File: src/rtl/somador_pontos_time.sv
// Scoring-input controller for one team: synchronizes the +1/+2/+3 buttons, computes the
// saturated new score and holds a commit strobe. Optional undo button via SOMADOR_DESFAZER_EN.
module somador_pontos_time #(
    parameter int MAX_PONTOS  = 99,
    parameter int HOLD_CICLOS = 4
) (
    input  logic       clock,
    input  logic       clr,
    input  logic       btn_1pt,
    input  logic       btn_2pt,
    input  logic       btn_3pt,
    input  logic       btn_desfazer,
    input  logic [6:0] pontos_atual,
    output logic [6:0] soma,
    output logic       validar_soma,
    output logic       saturado,
    output logic       ocupado,
    output logic [2:0] estado
);

    localparam logic [2:0] OCIOSO  = 3'd0;
    localparam logic [2:0] CALCULA = 3'd1;
    localparam logic [2:0] VALIDA  = 3'd2;
    localparam logic [2:0] PAUSA   = 3'd3;
    localparam logic [2:0] SOLTAR  = 3'd4;

    localparam logic [6:0] MAX_P    = 7'(MAX_PONTOS);
    localparam logic [3:0] HOLD_FIM = 4'(HOLD_CICLOS - 1);

    // Button vectors are ordered {desfazer, 3pt, 2pt, 1pt}.
    logic [3:0] sync1;
    logic [3:0] sync2;
    logic [3:0] ativos;
    logic [3:0] cnt;
    logic [1:0] inc;

    always_ff @(posedge clock) begin
        if (clr) begin
            sync1 <= 4'd0;
            sync2 <= 4'd0;
        end else begin
            sync1 <= {btn_desfazer, btn_3pt, btn_2pt, btn_1pt};
            sync2 <= sync1;
        end
    end

    logic [6:0] atual_lim;
    logic [7:0] soma_larga;
    logic [6:0] soma_nova;
    logic       sat_novo;
    logic [1:0] delta;
    logic [6:0] soma_calc;
    logic       sat_calc;

    assign atual_lim  = (pontos_atual > MAX_P) ? MAX_P : pontos_atual;
    assign soma_larga = {1'b0, atual_lim} + {6'd0, inc};
    assign sat_novo   = (soma_larga > {1'b0, MAX_P});
    assign soma_nova  = sat_novo ? MAX_P : soma_larga[6:0];
    // The applied delta is at most 3, so the low two bits of the difference are exact.
    assign delta      = soma_nova[1:0] - atual_lim[1:0];

`ifdef SOMADOR_DESFAZER_EN
    logic       op_desfazer;
    logic [1:0] ultimo_inc;
    logic [6:0] desfeito;

    assign ativos   = sync2;
    assign desfeito = (atual_lim >= {5'd0, ultimo_inc}) ? (atual_lim - {5'd0, ultimo_inc}) : 7'd0;

    always_comb begin
        soma_calc = soma_nova;
        sat_calc  = sat_novo;
        if (op_desfazer) begin
            soma_calc = desfeito;
            sat_calc  = 1'b0;
        end
    end

    always_ff @(posedge clock) begin
        if (clr) begin
            op_desfazer <= 1'b0;
            ultimo_inc  <= 2'd0;
        end else begin
            if (estado == OCIOSO && |ativos)
                op_desfazer <= ativos[3];
            if (estado == CALCULA)
                ultimo_inc <= op_desfazer ? 2'd0 : delta;
        end
    end
`else
    logic unused_desfazer;
    logic unused_delta;

    assign ativos          = {1'b0, sync2[2:0]};
    assign soma_calc       = soma_nova;
    assign sat_calc        = sat_novo;
    assign unused_desfazer = sync2[3];
    assign unused_delta    = ^delta;
`endif

    always_ff @(posedge clock) begin
        if (clr) begin
            estado       <= OCIOSO;
            cnt          <= 4'd0;
            inc          <= 2'd0;
            soma         <= 7'd0;
            validar_soma <= 1'b0;
            saturado     <= 1'b0;
        end else begin
            case (estado)
                OCIOSO: begin
                    cnt <= 4'd0;
                    if (|ativos) begin
                        estado <= CALCULA;
                        inc    <= ativos[2] ? 2'd3 : (ativos[1] ? 2'd2 : 2'd1);
                    end
                end
                CALCULA: begin
                    estado       <= VALIDA;
                    cnt          <= 4'd0;
                    soma         <= soma_calc;
                    saturado     <= sat_calc;
                    validar_soma <= 1'b1;
                end
                VALIDA: begin
                    if (cnt == HOLD_FIM) begin
                        estado       <= PAUSA;
                        cnt          <= 4'd0;
                        validar_soma <= 1'b0;
                    end else begin
                        cnt <= cnt + 4'd1;
                    end
                end
                PAUSA: begin
                    if (cnt == HOLD_FIM) begin
                        estado <= SOLTAR;
                        cnt    <= 4'd0;
                    end else begin
                        cnt <= cnt + 4'd1;
                    end
                end
                SOLTAR: begin
                    // A held button must be released before another commit can start.
                    if (!(|ativos))
                        estado <= OCIOSO;
                end
                default: estado <= OCIOSO;
            endcase
        end
    end

    assign ocupado = (estado != OCIOSO);

endmodule
File: config.mk
export PLATFORM = sky130hd
export DESIGN_NAME = somador_pontos_time
export DESIGN_NICKNAME = d
export VERILOG_FILES = /design/src/rtl/somador_pontos_time.sv
export SDC_FILE = /design/constraint.sdc
export NUM_CORES = 1
export LEC_CHECK = 0
export ABC_AREA = 1
export BUFFER_PORTS_ARGS = -buffer_cell sky130_fd_sc_hd__buf_2
export CAP_MARGIN = 20
export CORE_UTILIZATION = 52
export DETAILED_ROUTE_END_ITERATION = 12
export GPL_TIMING_DRIVEN = 0
export PLACE_DENSITY = 0.77
export SLEW_MARGIN = 10
export SYNTH_ARGS = -nofsm -noshare
export SYNTH_HDL_FRONTEND = slang
export SYNTH_SLANG_ARGS = --single-unit
File: constraint.sdc
create_clock -name clock -period 2.66 [get_ports clock]
set_input_delay 0.532 -clock clock [delete_from_list [all_inputs] [get_ports clock]]
set_output_delay 0.532 -clock clock [all_outputs]
set_load 0.05 [all_outputs]
Word level (Yosys, flattened, before mapping)
Cells that the tools add are included.
W data, S select, Z words.
{"block": "word_totals", "register_bits": 24, "latch_bits": 0, "ramBits": 0, "mem_bits_ro": 0, "inputBits": 13, "out_inout_bits": 13, "word_cells": 44, "memories": 0}
{"block": "op_classes", "addsub": 2, "multipliers": 0, "n_div": 0, "order_cmp": 2, "n_eq_ne": 9, "shifts": 0, "mux": 13, "bitwise_logic": 0, "n_reduce_logical": 10}
{"op": "$pmux W3 S5", "n": 1}
{"op": "$mux W7", "n": 2}
{"op": "$mux W3", "n": 4}
{"op": "$add A7 B2 Y8", "n": 1}
{"op": "$gt A8 B7 Y1 const B", "n": 1}
{"op": "$ne A2 B2 Y1 const B", "n": 4}
{"op": "$pmux W4 S2", "n": 1}
{"op": "$gt A7 B7 Y1 const B", "n": 1}
{"op": "$eq A3 B2 Y1 const B", "n": 2}
{"op": "$add A4 B1 Y4 const B", "n": 1}
{"op": "$eq A4 B2 Y1 const B", "n": 1}
{"op": "$mux W2", "n": 2}
{"op": "$mux W4", "n": 1}
{"op": "$reduce_and A2 Y1", "n": 2}
{"op": "$reduce_and A4 Y1", "n": 1}
{"op": "$reduce_bool A2 Y1", "n": 2}
{"op": "$reduce_or A2 Y1", "n": 2}
{"op": "$eq A3 B1 Y1 const B", "n": 1}
{"op": "$eq A3 B3 Y1 const B", "n": 1}
{"op": "$logic_not A3 Y1", "n": 1}
{"op": "$reduce_bool A3 Y1", "n": 1}
{"op": "$reduce_or A3 Y1", "n": 1}
{"op": "$pmux W1 S2", "n": 1}
{"op": "$mux W1", "n": 1}

Depth between registers and ports, before layout
Gate-level depths: netlist of run 1.
{"block": "depth", "depth_word": 5, "depth_mapped": 17}

Least setup slack after synthesis of run 1
No wires, ideal clock.
{"block": "synth_timing", "kind": "input -> register", "from": "input port pontos_atual[6]", "to": "register soma[2]", "setup_time_ns": 0.133, "arrival_ns": 2.092, "required_ns": 2.527, "slack_ns": 0.434, "cell_stages": 16, "path_cell_list": "nand2_2 -> inv_1 -> nand2_1 -> inv_1 -> or2_2 -> ha_1 -> inv_1 -> fa_1 -> nor2_1 -> nand3_1 -> nor2_1 -> nor2_1 -> nor2_2 -> nand2_2 -> nand2_1 -> a21oi_2"}
{"block": "synth_via", "elab_chain_len": 5}
{"element": "from (decl)", "line_no": "13", "source": "input logic [6:0] pontos_atual,"}
{"element": "$gt A7 B7 Y1", "line_no": "55", "source": "assign atual_lim = (pontos_atual > MAX_P) ? MAX_P : pontos_atual;"}
{"element": "$mux W7 (*)", "line_no": "55"}
{"element": "$add A7 B2 Y8 (*)", "line_no": "56", "source": "assign soma_larga = {1'b0, atual_lim} + {6'd0, inc};"}
{"element": "$gt A8 B7 Y1", "line_no": "57", "source": "assign sat_novo = (soma_larga > {1'b0, MAX_P});"}
{"element": "$mux W7 (*)", "line_no": "58", "source": "assign soma_nova = sat_novo ? MAX_P : soma_larga[6:0];"}
{"element": "to (signal assigned)", "line_no": "121", "source": "soma <= soma_calc;"}
{"element": "to (decl)", "line_no": "14", "source": "output logic [6:0] soma,"}
Every way passes the cells marked *; elsewhere a longest branch is shown, timed or not.
A chain may end at the register's enable or synchronous reset.

Final worst setup path of run 1
{"block": "layout_timing", "from": "input port pontos_atual[5]", "to": "register soma[3]"}
Same word-level chain as after synthesis.

==> results of run 1 <==
==> registers in the layout, indices dropped and copies added, names as in the netlist <==
| register | count |
|---|---|
| validar_soma | 1 |
| inc | 2 |
| soma | 7 |
| cnt | 4 |
| sync2 | 3 |
| saturado | 1 |
| estado | 3 |
| sync1 | 3 |
==> power breakdown <==
| group | internal, uW | switching, uW | leakage (uW) |
|---|---|---|---|
| combinational | 148 | 435 | 0.000463 |
| sequential | 430 | 47.3 | 0.000197 |
| clock | 152 | 109 | 0.0000279 |
| total | 731 | 592 | 0.000688 |
==> final cells by class <==
type	instances	area, um2	area share
plain buffers	3	18.8	0.0136
clock buffers	3	22.5	0.0163
clock inverters	1	30.0	0.0217
inverters	30	113	0.0814
multi-input cells	109	571	0.412
flip-flops and latches	24	480	0.347
well taps	27	33.8	0.0244
repair buffers	23	115	0.0832
==> how the worst max path moves through the flow <==
stage	startpoint	to	slack (ns)	cells past startpoint
after floorplan	pontos_atual[6]	soma[2]	0.43	16
after global placement	pontos_atual[5]	soma[3]	0.13	17
after detailed placement	pontos_atual[5]	soma[3]	0.08	17
after CTS	pontos_atual[5]	soma[3]	0.42	17
after global routing	pontos_atual[5]	soma[2]	0.20	17
final	pontos_atual[5]	soma[3]	0.44	17
==> per-layer routing <==
layer | routed length, um | global-route usage | vias to the layer above
met1 | 995 | 0.252 | 482
met4 | 34 | 0.0857 | 0
met2 | 981 | 0.354 | 30
met3 | 119 | 0.0370 | 4
met5 | 0 | 0 | -
li1 | - | - | 571
==> stage by stage <==
| step | power (uW) | util |
|---|---|---|
| floorplan | 944 | - |
| global placement | 1060 | 0.652 |
| detailed placement | 1070 | 0.652 |
| CTS | 1330 | 0.678 |
| global route | 1410 | 0.678 |
| finish | 1320 | 0.678 |
==> kinds of logic after synthesis <==
family                   after synthesis  share of synthesized area
AND/OR/NAND/NOR                       79                      0.304
buffers and inverters                 33                      0.111
AO/OA/AOI/OAI                         24                      0.115
flip-flops                            24                      0.406
adder cells (fa/ha/maj)                4                     0.0487
XOR/XNOR                               2                     0.0148
==> Yosys cell counts <==
cell and n:
nor3_4 1, nor3_2 1, xor2_1 2, ha_1 3, buf_6 1, o211ai_1 2
nand3_1 8, and2_1 1, nand4_1 3, fa_1 1, nor2_2 1, nand2_2 4
dfxtp_1 24, o21ai_0 6, nor3_1 2, inv_1 28, buf_1 1, nand2_1 33
clkbuf_1 1, a21oi_1 12, nor2_1 22, inv_2 2, o21ai_1 1, a21oi_2 3
or2_2 2, nor3b_1 1
==> worst register-to-register path: stages, from the launching register on <==
cell and delay, ns:
dfxtp_1 0.36, ha_1 0.17, inv_1 0.05, fa_1 0.41
nor2_1 0.20, nand3_1 0.10, nor2_1 0.11, nor2_1 0.06
nor2_2 0.09, nand2_2 0.10, nand2_1 0.10, a21oi_2 0.05
==> flow_metrics.py, run 1 <==
metrics = {
    "synth": {
        "postSynthAreaPerCell_um2": 7.12,
        "synth_warnings": 0,
        "yosysTopAreaCell": "dfxtp_1",
        "synth_seq_cells": 24,
        "synthesis.nets": 183,
        "ys_seq_area_frac": 0.406,
        "synth_area_um2": 1180,
        "syn-instance-count": 166,
        "synth.distinct_cells": 26,
        "synthTopCellsByArea": "dfxtp_1 (41%), nand2_1 (10%), inv_1 (8.9%), nor2_1 (7.0%), a21oi_1 (5.1%)",
        "synth_top_area_share": 0.406,
    },
    "setup_path": {
        "worst_ep_arrival_time_ns": 2.42,
        "r2r_slack_ns": 0.75,
        "r2r_start": "inc[0]",
        "cp-end-kind": "flop",
        "slowest_stage": "fa_1",
        "max_stage_delay_ns": 0.41,
        "startpoint_type": "input pin",
        "path_delay_family": "simple AND/OR/NAND/NOR gates",
        "crit_type": "input pin to flop",
        "critPathMaxFanout": 6,
        "path_buf_inv": 4,
        "reg2regPathDepth": 11,
        "required_ns": 2.86,
        "crit_chain": "buf_2, nand2_2, inv_1, nand2_1, inv_1, or2_2, ha_1, inv_1, fa_1, nor2_1, nand3_1, nor2_1, nor2_1, nor2_2, nand2_2, nand2_1, a21oi_2",
        "worstReg2RegEnd": "soma[3]",
    },
    "drt": {
        "wl_um": 2130,
        "wire_per_inst_um": 9.68,
        "via_per_inst": 4.94,
        "drt-initial-drc-count": 20,
        "drt_pass1_iterations": 4,
        "drc": 0,
        "postRouteAntennaNets": 0,
        "num_vias": 1087,
    },
    "timing": {
        "setup_slack_ns": 0.441,
        "tightest_slew_ns": 0.452,
        "max_freq_mhz": 451,
        "hold_violations": 0,
        "finalSetupViolCount": 0,
        "finalClockSkew_ns": 0.00266,
        "slew_headroom": 0.699,
        "whs_ns": 0.401,
        "fin_crit_ns": 2.22,
        "drv_slew": 0,
        "period_share": 0.834,
        "final.setup.tns_ns": 0,
        "rsz0062_at_grt": "no",
    },
    "clock_tree": {
        "path_clk_slew_ns": 0.13,
        "cts-root-buf": "clkbuf_4",
        "numCtsBuffers": 3,
        "h-tree-depth": 1,
        "cts_buffer_depth": 2,
        "clk_latency_ns": 0.31,
        "postCtsResizedCells": 0,
        "hold_buffers": 0,
        "postCtsSetupBuffers": 0,
        "cts_tree": "built",
        "cts.sinks": 24,
    },
    "pwr": {
        "ir_drop_mv": 0.638,
        "power_density_nw_per_um2": 956,
        "leakagePower_uw": 0.000688,
    },
    "global_routing": {
        "grt.total_usage": 0.207,
        "grt_pass1_wl_um": 3870,
        "grt_pass1_vias": 981,
        "antenna_found_initial": 0,
        "grt-ovfl-total": 0,
        "grt_max_degree": 15,
    },
    "place": {
        "dpl.hpwl_um": 1710,
        "place_inst": 216,
        "place_area_um2": 1330,
        "pre_cts_ws_ns": 0.0831,
        "gp_congestion": 0.854,
        "port_buffers": 23,
    },
    "finish": {
        "final_cell_area_um2": 1380,
        "final_nets": 211,
        "syn_to_final_growth_pct": 17.0,
        "final_cell_mix": "nand2_1 (33), inv_1 (28), dfxtp_1 (24)",
        "drive_gt1_frac": 0.218,
        "fin_cells": 220,
        "diodes": 0,
        "final_common_cell": "nand2_1",
        "num-fill-cells": 199,
    },
    "floorplanning": {
        "ioPinCount": 26,
        "initial_utilization": 0.579,
        "coreArea_um2": 2040,
        "fp.dieW_um": 49.7,
        "dieArea_um2": 2470,
        "rows": 16,
        "die_h_um": 49.7,
    },
    "job": {
        "maxCapViolations": 0,
    },
    "min_path": {
        "hold_depth": 3,
        "holdPathEnd": "sync1[1]",
        "min_from": "btn_2pt",
        "hold_class": "input pin to flop",
    },
    "run_status": {
        "outcome": "finished, final reports clean",
    },
}
Note: power is estimated with default switching activity, not from simulation.
==> inputs of run 2 (changes only) <==
--- a/config.mk
+++ b/config.mk
@@ -8,10 +8,10 @@
 export ABC_AREA = 1
 export BUFFER_PORTS_ARGS = -buffer_cell sky130_fd_sc_hd__buf_2
 export CAP_MARGIN = 20
-export CORE_UTILIZATION = 52
+export CORE_UTILIZATION = 47
 export DETAILED_ROUTE_END_ITERATION = 12
 export GPL_TIMING_DRIVEN = 0
-export PLACE_DENSITY = 0.77
+export PLACE_DENSITY = 0.73
 export SLEW_MARGIN = 10
 export SYNTH_ARGS = -nofsm -noshare
 export SYNTH_HDL_FRONTEND = slang
==> constraint.sdc (replaced) <==
create_clock -name clock -period 1.93 [get_ports clock]
set_input_delay 0.386 -clock clock [delete_from_list [all_inputs] [get_ports clock]]
set_output_delay 0.386 -clock clock [all_outputs]
set_load 0.05 [all_outputs]
==> run 2 against run 1 <==
Net effect:
- global-route usage rose by 0.43 points
- power up 36%
- combinational power grew 52%
- register-to-register slack worse by 0.61 ns
- clock power about the same
- sequential power is 37% higher
- design area up 13%
- critical path depth shrank 2
- via count is 3.0% higher
- sequential share of layout area decreased by 3.9 points
- worst setup slack worse by 0.39 ns
- non-clock buffer count increased by 9
- largest power group unchanged
==> flow_metrics.py, run 2 (same netlist as run 1, synthesis figures left out) <==
metrics = {
    "run_status": {
        "outcome": "finished, final reports clean",
    },
    "setup_path": {
        "cp-end-kind": "flop",
        "required_ns": 2.12,
        "worst_ep_arrival_time_ns": 2.07,
        "crit_type": "input pin to flop",
        "path_buf_inv": 3,
        "cpMostUsedCell": "nand2_2",
        "r2r_slack_ns": 0.14,
        "path_delay_family": "simple AND/OR/NAND/NOR gates",
        "startpoint_type": "input pin",
        "critPathMaxFanout": 6,
        "crit_chain": "buf_6, nor2_2, nand2_2, nand2_2, inv_2, or2_4, ha_4, inv_2, fa_2, xor2_1, nor2_1, nand2_1, nand2_4, nand2_2, a21oi_2",
        "slowest_stage": "or2_4",
        "max_stage_delay_ns": 0.25,
    },
    "finish": {
        "final_cell_area_um2": 1560,
        "final_cell_mix": "nand2_1 (27), inv_1 (24), dfxtp_1 (24)",
        "final_nets": 220,
        "diodes": 0,
        "largest_reg_flops": 7,
        "fin_cells": 230,
        "reg_top3": "soma: 7 flops, cnt: 4 flops",
        "num-fill-cells": 194,
        "syn_to_final_growth_pct": 31.9,
        "final_common_cell": "nand2_1",
        "drive_gt1_frac": 0.347,
        "largest_register": "soma",
    },
    "place": {
        "port_buffers": 23,
        "gp_congestion": 0.796,
        "pre_cts_ws_ns": -0.352,
        "dpl.hpwl_um": 1810,
        "place_area_um2": 1360,
        "place_inst": 217,
    },
    "global_routing": {
        "grt_pass1_wl_um": 4240,
        "grt.total_usage": 0.211,
        "grt_max_degree": 14,
        "antenna_found_initial": 0,
        "grt_pass1_vias": 1038,
        "grt-ovfl-total": 0,
    },
    "drt": {
        "wl_um": 2680,
        "num_vias": 1120,
        "wire_per_inst_um": 11.6,
        "drt_pass1_iterations": 4,
        "postRouteAntennaNets": 0,
        "via_per_inst": 4.87,
        "drc": 0,
        "drt-initial-drc-count": 22,
    },
    "clock_tree": {
        "numCtsBuffers": 3,
        "cts_tree": "built",
        "cts.sinks": 24,
        "cts-root-buf": "clkbuf_4",
        "clk_latency_ns": 0.31,
        "cts_buffer_depth": 2,
        "h-tree-depth": 1,
        "path_clk_slew_ns": 0.13,
        "hold_buffers": 0,
    },
    "timing": {
        "period_share": 0.972,
        "finalSetupViolCount": 0,
        "setup_slack_ns": 0.0538,
        "drv_slew": 0,
        "rsz0062_at_grt": "yes",
        "hold_violations": 0,
        "whs_ns": 0.268,
        "slew_headroom": 0.682,
        "tightest_slew_ns": 0.476,
        "fin_crit_ns": 1.88,
        "finalClockSkew_ns": 0.00467,
        "max_freq_mhz": 533,
    },
    "pwr": {
        "leakagePower_uw": 0.000747,
        "ir_drop_mv": 0.726,
        "power_density_nw_per_um2": 1160,
    },
    "job": {
        "maxCapViolations": 0,
    },
    "floorplanning": {
        "fp.dieW_um": 52.2,
        "die_h_um": 52.2,
        "coreArea_um2": 2300,
        "rows": 17,
        "dieArea_um2": 2720,
        "initial_utilization": 0.515,
        "ioPinCount": 26,
    },
    "min_path": {
        "hold_class": "input pin to flop",
    },
}
[run 2: changes by cell type in the layout (fill, tap and decap cells not counted), sizes merged]
cell    delta
buf        +9
bufinv     -1
clkbuf     +1
[run 2: worst min-delay path, cell delays in order]
cell and delay (ns):
buf_2 0.09, inv_1 0.04, nor2_1 0.03
[run 2: metal layers]
metal	up-vias	global-route usage	routed length, um
met4	0	0.0658	17
li1	591	-	-
met1	506	0.259	1260
met2	21	0.372	1320
met5	-	0	0
met3	2	0.0351	79
[run 2: area by class of cell]
class,instances,area (um2),area share
sequential,24,480,0.308
timing repair buffer,32,229,0.147
clock buffer,4,36.3,0.0233
tap,28,35.0,0.0225
multi-input combinational,109,644,0.413
buffer,3,18.8,0.0120
inverter,30,115,0.0738
[run 2: final timing paths]
check | depth (start not counted) | end | startpoint
worst max register to register | 11 | soma[3] | inc[0]
worst min-delay path | 3 | sync1[0] | btn_1pt
worst min register to register | 2 | sync2[0] | sync1[0]
worst max-delay path | 15 | soma[3] | pontos_atual[3]
[run 2: what timing repair did]
item | 4_1_cts | 5_1_grt
endpoints found under the setup margin | 2 | 6
pin swaps | 8 | 13
setup buffers | 2 | 7
gates resized for setup | 17 | 11
[run 2: metrics by stage]
step | TNS, ns | power, uW | util
floorplan | -0.0264 | 1310 | -
global placement | -1.60 | 1480 | 0.591
detailed placement | -2.20 | 1500 | 0.591
CTS | 0 | 1780 | 0.639
global route | -0.207 | 1920 | 0.679
finish | 0 | 1800 | 0.679
[run 2: power by group]
| part | leakage, uW | switching (uW) | internal [uW] |
|---|---|---|---|
| combinational | 0.000529 | 644 | 243 |
| clock | 0.0000210 | 146 | 115 |
| sequential | 0.000197 | 63.6 | 593 |
| total | 0.000747 | 854 | 951 |
